## config.mk

```make
export PLATFORM = sky130hd
export DESIGN_NAME = corr_mult_sched
export DESIGN_NICKNAME = d
export VERILOG_FILES = /design/src/rtl/corr_mult_sched.sv
export SDC_FILE = /design/constraint.sdc
export NUM_CORES = 1
export LEC_CHECK = 0
export CORE_MARGIN = 4
export CORE_UTILIZATION = 48
export DETAILED_ROUTE_END_ITERATION = 12
export PLACE_DENSITY_LB_ADDON = 0.12
export SYNTH_ARGS = -nofsm -noshare
export SYNTH_HDL_FRONTEND = slang
export SYNTH_SLANG_ARGS = --single-unit
```

## constraint.sdc

```tcl
create_clock -name clk -period 2.7 [get_ports clk]
set_input_delay 0.27 -clock clk [delete_from_list [all_inputs] [get_ports clk]]
set_output_delay 0.27 -clock clk [all_outputs]
set_load 0.03 [all_outputs]
```

## src/rtl/corr_mult_sched.sv

```systemverilog
// ----------------------------------------------------------------------------
// corr_mult_sched
//
// Purpose:
//    Shares one pipelined 5x13 signed multiplier (DSP product tile, P = A*B)
//    among NUM_REQ correlator lane controllers. A round-robin arbiter picks
//    one requester per cycle. The requester ID travels alongside the
//    multiplier pipeline in a tag shift register. Each finished product is
//    written into a show-ahead result FIFO. Operations are issued only when
//    enough result space is guaranteed, so downstream back-pressure never
//    drops a product.
//
// Ports:
//    clk         clock
//    reset       asynchronous assert, active-high
//    req_valid   [NUM_REQ]      per-requester operand valid
//    req_a       [5*NUM_REQ]    signed 5-bit operand A, requester i at [5i+4:5i]
//    req_b       [13*NUM_REQ]   signed 13-bit operand B, requester i at [13i+12:13i]
//    req_ready   [NUM_REQ]      one-hot grant; accept = req_valid[i] & req_ready[i]
//    mult_a      [5]            registered operand A to the multiplier
//    mult_b      [13]           registered operand B to the multiplier
//    mult_p      [48]           multiplier product (only bits 17:0 are used)
//    res_valid                  result FIFO head is valid
//    res_id      [ID_W]         requester ID of the head result
//    res_p       [18]           signed head product
//    res_ready                  downstream accept; pop = res_valid & res_ready
//
// Optional feature (macro CORR_SCHED_STATS_EN):
//    stat_issued [32]           number of accepted operations (wraps)
//    stat_stall  [32]           cycles with any req_valid but no credit (wraps)
//
// Timing, with the accept at edge E0:
//    E0            mult_a/mult_b and tag stage 0 load
//    E0+MULT_LAT-1 mult_p holds the product and the last tag stage its ID
//    E0+MULT_LAT   product and ID captured
//    E0+MULT_LAT+1 captured entry written into the FIFO storage
//    E0+MULT_LAT+2 entry loaded into the head registers, res_valid rises
// ----------------------------------------------------------------------------
module corr_mult_sched #(
   parameter int NUM_REQ    = 4,
   parameter int ID_W       = 2,
   parameter int MULT_LAT   = 4,
   parameter int FIFO_DEPTH = 8
) (
   input  logic                   clk,
   input  logic                   reset,
   input  logic [NUM_REQ-1:0]     req_valid,
   input  logic [5*NUM_REQ-1:0]   req_a,
   input  logic [13*NUM_REQ-1:0]  req_b,
   output logic [NUM_REQ-1:0]     req_ready,
   output logic [4:0]             mult_a,
   output logic [12:0]            mult_b,
   input  logic [47:0]            mult_p,
   output logic                   res_valid,
   output logic [ID_W-1:0]        res_id,
   output logic [17:0]            res_p,
   input  logic                   res_ready
`ifdef CORR_SCHED_STATS_EN
   ,
   output logic [31:0]            stat_issued,
   output logic [31:0]            stat_stall
`endif
);

   localparam int PTR_W   = $clog2(FIFO_DEPTH);
   // Wide enough for FIFO occupancy plus every in-flight slot.
   localparam int CNT_W   = $clog2(FIFO_DEPTH + MULT_LAT + 2) + 1;
   localparam int ENTRY_W = ID_W + 18;

   // ------------------------------------------------------------------------
   // Operand unpacking
   // ------------------------------------------------------------------------
   logic [4:0]  a_arr [NUM_REQ];
   logic [12:0] b_arr [NUM_REQ];

   genvar gi;
   generate
      for (gi = 0; gi < NUM_REQ; gi++) begin : g_unpack
         assign a_arr[gi] = req_a[5*gi +: 5];
         assign b_arr[gi] = req_b[13*gi +: 13];
      end
   endgenerate

   // The product of a 5x13 signed multiply fits in 18 bits.
   logic p_upper_unused;
   assign p_upper_unused = ^mult_p[47:18];

   // ------------------------------------------------------------------------
   // State
   // ------------------------------------------------------------------------
   logic [ID_W-1:0]    rr_ptr;

   logic               tag_vld [MULT_LAT];
   logic [ID_W-1:0]    tag_id  [MULT_LAT];

   logic               cap_vld;
   logic [ID_W-1:0]    cap_id;
   logic [17:0]        cap_p;

   logic [ENTRY_W-1:0] fifo_mem [FIFO_DEPTH];
   logic [PTR_W-1:0]   wr_ptr;
   logic [PTR_W-1:0]   rd_ptr;
   logic [PTR_W:0]     mem_count;

   // ------------------------------------------------------------------------
   // Credit: count everything that will eventually occupy a result slot.
   // That is the stored entries, the head register, the capture register and
   // every valid tag stage.
   // ------------------------------------------------------------------------
   logic [CNT_W-1:0] inflight;
   logic [CNT_W-1:0] occupancy;
   logic             credit_ok;

   always_comb begin
      inflight = CNT_W'(cap_vld);
      for (int k = 0; k < MULT_LAT; k++) begin
         inflight = inflight + CNT_W'(tag_vld[k]);
      end
   end

   assign occupancy = CNT_W'(mem_count) + CNT_W'(res_valid);
   assign credit_ok = (occupancy + inflight) < CNT_W'(FIFO_DEPTH);

   // ------------------------------------------------------------------------
   // Round-robin arbiter: first valid requester at or above rr_ptr, with wrap
   // ------------------------------------------------------------------------
   logic            grant_found;
   logic [ID_W-1:0] grant_idx;
   logic [ID_W-1:0] scan_idx;
   int              scan;
   logic            accept;

   always_comb begin
      grant_found = 1'b0;
      grant_idx   = '0;
      scan        = 0;
      scan_idx    = '0;
      for (int k = 0; k < NUM_REQ; k++) begin
         scan = int'(rr_ptr) + k;
         if (scan >= NUM_REQ) begin
            scan = scan - NUM_REQ;
         end
         scan_idx = ID_W'(scan);
         if (!grant_found && req_valid[scan_idx]) begin
            grant_found = 1'b1;
            grant_idx   = scan_idx;
         end
      end
   end

   // Gate the grant during reset so nothing is accepted while the block is
   // being cleared.
   always_comb begin
      req_ready = '0;
      if (grant_found && credit_ok && !reset) begin
         req_ready = NUM_REQ'(1) << grant_idx;
      end
   end

   assign accept = grant_found && credit_ok;

   // ------------------------------------------------------------------------
   // Issue: operands and tag stage 0
   // ------------------------------------------------------------------------
   always_ff @(posedge clk or posedge reset) begin
      if (reset) begin
         rr_ptr     <= '0;
         mult_a     <= '0;
         mult_b     <= '0;
         tag_vld[0] <= 1'b0;
         tag_id[0]  <= '0;
      end else begin
         tag_vld[0] <= accept;
         if (accept) begin
            // Operands hold when idle so the multiplier inputs do not toggle.
            mult_a    <= a_arr[grant_idx];
            mult_b    <= b_arr[grant_idx];
            tag_id[0] <= grant_idx;
            rr_ptr    <= (grant_idx == ID_W'(NUM_REQ - 1)) ? '0
                                                           : grant_idx + ID_W'(1);
         end
      end
   end

   // ------------------------------------------------------------------------
   // Tag pipe: stage k holds the ID of the operation issued k+1 edges ago, so
   // the last stage lines up with mult_p.
   // ------------------------------------------------------------------------
   generate
      for (gi = 1; gi < MULT_LAT; gi++) begin : g_tag
         always_ff @(posedge clk or posedge reset) begin
            if (reset) begin
               tag_vld[gi] <= 1'b0;
               tag_id[gi]  <= '0;
            end else begin
               tag_vld[gi] <= tag_vld[gi-1];
               tag_id[gi]  <= tag_id[gi-1];
            end
         end
      end
   endgenerate

   // ------------------------------------------------------------------------
   // Capture of the product with its ID
   // ------------------------------------------------------------------------
   always_ff @(posedge clk or posedge reset) begin
      if (reset) begin
         cap_vld <= 1'b0;
         cap_id  <= '0;
         cap_p   <= '0;
      end else begin
         cap_vld <= tag_vld[MULT_LAT-1];
         cap_id  <= tag_id[MULT_LAT-1];
         cap_p   <= mult_p[17:0];
      end
   end

   // ------------------------------------------------------------------------
   // Result FIFO: RAM storage plus a registered head. The head refills
   // whenever it is empty or being popped and the storage holds data.
   // ------------------------------------------------------------------------
   logic push;
   logic pop;
   logic head_load;

   assign push      = cap_vld;
   assign pop       = res_valid && res_ready;
   assign head_load = (!res_valid || pop) && (mem_count != '0);

   always_ff @(posedge clk) begin
      if (push) begin
         fifo_mem[wr_ptr] <= {cap_id, cap_p};
      end
   end

   always_ff @(posedge clk or posedge reset) begin
      if (reset) begin
         wr_ptr    <= '0;
         rd_ptr    <= '0;
         mem_count <= '0;
         res_valid <= 1'b0;
         res_id    <= '0;
         res_p     <= '0;
      end else begin
         if (push) begin
            wr_ptr <= wr_ptr + PTR_W'(1);
         end

         if (head_load) begin
            {res_id, res_p} <= fifo_mem[rd_ptr];
            res_valid       <= 1'b1;
            rd_ptr          <= rd_ptr + PTR_W'(1);
         end else if (pop) begin
            res_valid <= 1'b0;
         end

         case ({push, head_load})
            2'b10:   mem_count <= mem_count + (PTR_W+1)'(1);
            2'b01:   mem_count <= mem_count - (PTR_W+1)'(1);
            default: mem_count <= mem_count;
         endcase
      end
   end

`ifdef CORR_SCHED_STATS_EN
   // ------------------------------------------------------------------------
   // Statistics counters (free-running, wrap at 2^32)
   // ------------------------------------------------------------------------
   always_ff @(posedge clk or posedge reset) begin
      if (reset) begin
         stat_issued <= '0;
         stat_stall  <= '0;
      end else begin
         if (accept) begin
            stat_issued <= stat_issued + 32'd1;
         end
         if ((|req_valid) && !credit_ok) begin
            stat_stall <= stat_stall + 32'd1;
         end
      end
   end
`endif

endmodule

```

==> impl_metrics.json <==
{
  "synth.area.mux_share": 0.144,
  "pin_count": 170,
  "synth_top_area_share": 0.488,
  "synthTopCellsByArea": "edfxtp_1 (49%), dfrtp_1 (21%), mux4_2 (9.1%)",
  "initial_core_util": 0.487,
  "antenna_found_initial": 0,
  "drv_cap": 0,
  "multi_input_area_um2": 2910,
  "grt_use_total": 0.188,
  "drv_slew": 0,
  "critPathSlowestCell": "fa_1",
  "async_reset_ff_frac": 0.344,
  "die_area_um2": 22900,
  "fin_crit_sh": 1.25,
  "crit_path_max_fanout": 5,
  "final.setup_skew_ps": 21.9,
  "drt_wl_total_um": 21000,
  "grt_pass1_wl_um": 33000,
  "setup_tns_ps": -12880,
  "worst_ep_arrival_time_ps": 3120,
  "rows": 52,
  "drt-wirelength-per-cell_um": 20.3,
  "drc": 0,
  "fin_nets": 886,
  "critPathLaunchType": "flip-flop",
  "synth_area_um2": 9850,
  "path_buf_inv": 4,
  "cts.sinks": 244,
  "die_h_um": 151,
  "die_w_um": 151,
  "yosysWarnings": 0,
  "ys.flop_type": "edfxtp_1",
  "hpwl_um": 12900,
  "firstDrtPassIters": 4,
  "crit-reg2reg-launch": "tag_vld[2]",
  "htree_levels": 1,
  "drive_gt1_frac": 0.256,
  "crit_cells": 11,
  "antenna_cells": 0,
  "synth_fa_ha_area_frac": 0.0226,
  "status": "finished, violations left",
  "clk_pin_slew_ps": 70,
  "clkLatencyLatePin_ps": 520,
  "syn_nets": 706,
  "placed_area_um2": 11700,
  "dr.first_iter.drc_count": 297,
  "vias_per_cell": 5.41,
  "fin_util": 0.641,
  "grt_setup_unrepaired": "true",
  "synthesis.instances": 563,
  "hold_buffers": 0,
  "finalPower_mw": 15.7,
  "ys_top_cells_by_count": "edfxtp_1 (160), dfrtp_1 (84), mux4_2 (40), nor2_1 (30), a21oi_1 (24)",
  "syn_area_per_cell_um2": 17.5,
  "reg2reg_to": "mult_a[1]",
  "area_growth_pct": 31.7,
  "hp-class": "input pin to asynchronous set/reset pin",
  "clockBufferDepth": 3,
  "synth_compound_gate_area_share": 0.0647,
  "critPathCapture": "req_ready[1]",
  "fin_crit_ps": 3390,
  "pre_cts_slack_ps": -297,
  "grt-ovfl-total": 0,
  "peakVddDrop_mv": 0.568,
  "grt_pass1_vias": 5948,
  "critPathTopFamily": "adder cells",
  "max_freq_ghz": 0.295,
  "coreArea_um2": 20200,
  "grt_max_degree": 44,
  "vias": 5586,
  "reg2reg_depth": 15,
  "synth_most_common_cell": "edfxtp_1",
  "reg2reg_slack_ps": -540,
  "synth_edf_count": 160,
  "stdcell_area_um2": 13000,
  "portBuffers": 139,
  "synth-seq-area-share": 0.701,
  "finalHoldViolations": 0,
  "tightestPinTransition_ps": 596,
  "place.gp.congestion": 0.863,
  "regArea_um2": 6910,
  "critPathKind": "flip-flop to output pin",
  "synthXorXnorAreaFrac": 0.00711,
  "synth_top_family_by_area": "multiplexers",
  "synthSimpleGateAreaFrac": 0.0381,
  "max_stage_delay_ps": 530,
  "finalWorstSetupSlack_ps": -688,
  "yosys.cell_types.count": 43,
  "cts_tree": "done",
  "startpoint": "tag_vld[2]",
  "antenna_left": 0,
  "ys_seq_elements": 244,
  "max_slew_margin": 0.603,
  "root_buffer": "clkbuf_16",
  "end_kind": "output pin",
  "setup_viol": 26,
  "path_cells": "fa_1 > inv_1 > fa_1 > inv_2 > ha_4 > a21oi_2 > nor2_1 > a211o_1 > inv_2 > and3_4 > buf_6",
  "p_leak_nw": 4.82,
  "critical_path_required_ps": 2430,
  "power_density_nw_per_um2": 1210,
  "violations": "setup timing",
  "numCtsBuffers": 25,
  "fillers": 1431,
  "synth_largest_area_cell": "edfxtp_1"
}
## how the worst min path moves through the flow
stage / startpoint / endpoint / slack, ps / cells past startpoint
after detailed placement: tag_id[2] / tag_id[0] / 340 / 0
after global placement: tag_id[1] / cap_id[1] / 340 / 0
final: reset / cap_vld / 100 / 2
after global routing: reset / cap_vld / 120 / 2
after CTS: reset / cap_vld / 100 / 2
after floorplan: mult_p[0] / cap_p[0] / 300 / 0
## power by group
part	internal, mW	total [mW]	switching (mW)	leakage (nW)
clock	2.14	3.56	1.42	0.425
combinational	3.42	6.70	3.28	1.96
sequential	4.93	5.47	0.546	2.44
## worst register-to-register path: stages (launching register included)
cell and delay [ps]:
dfrtp_1 400, fa_1 530, inv_1 50, fa_1 490
inv_2 50, ha_4 200, a21oi_2 130, nor2_1 60
a211o_1 260, buf_4 140, buf_6 110, buf_12 140
buf_12 140, buf_6 130, a211oi_2 200, a221o_1 130
## area by class of cell
cell class                 instances  area share
sequential                       244       0.532
multi-input combinational        276       0.224
timing repair buffer             182       0.146
clock buffer                      30      0.0536
tap                              270      0.0260
clock inverter                    16      0.0136
inverter                          14     0.00434
## layer usage
layer,wire length (um),GRT usage,up-vias
li1,-,-,2560
met1,8650,0.247,2800
met2,10600,0.320,187
met3,1380,0.0458,39
met4,342,0.0403,0
met5,0,0,-
## metrics by stage
stage          cells  hold slack (ps)
2_1_floorplan    563              301
3_3_place_gp     973              335
3_5_place_dp     973              336
4_1_cts         1031              102
5_1_grt         1032              125
6_report        1032              103
## registers in the layout, summed over array words and instances, names as in the netlist
name,count
res_id,2
tag_vld,4
tag_id,8
fifo_mem,160
wr_ptr,3
rr_ptr,2
res_valid,1
cap_p,18
mult_b,13
res_p,18
cap_vld,1
rd_ptr,3
mem_count,4
mult_a,5
cap_id,2
## what timing repair did
action | CTS | global route
setup buffers | 6 | 2
cloned | 7 | 1
endpoints found under the setup margin | 26 | 26
pin swaps | 8 | 5
gates resized for setup | 35 | 15
hold endpoints to repair | 0 | 0
## placed cells by master (no fill, tap or decap), types with 3 or more instances in the layout
master,instances
edfxtp_1,160
clkdlybuf4s50_1,135
dfrtp_1,82
mux4_2,40
nor2_1,30
buf_4,29
clkbuf_16,27
mux2i_1,22
a21oi_1,22
o21ai_0,20
mux2_4,18
nand3_1,18
a221o_1,18
a211oi_2,17
ha_1,12
inv_1,10
nand2_1,8
buf_6,8
nand2b_1,6
buf_12,5
xnor2_1,4
xor2_1,4
clkinv_2,4
inv_4,4
buf_16,4
and3_4,3
fa_1,3
bufinv_16,3
clkinvlp_4,3
clkbuf_8,3
nor2_4,3
## logic make-up after synthesis
logic type      count (synthesis)
buf+inv                        46
fa+ha+maj                      16
simple gates                   76
mux                            82
flops                         244
compound gates                 91
xor+xnor                        8
Power figures use the tool's default switching activity.
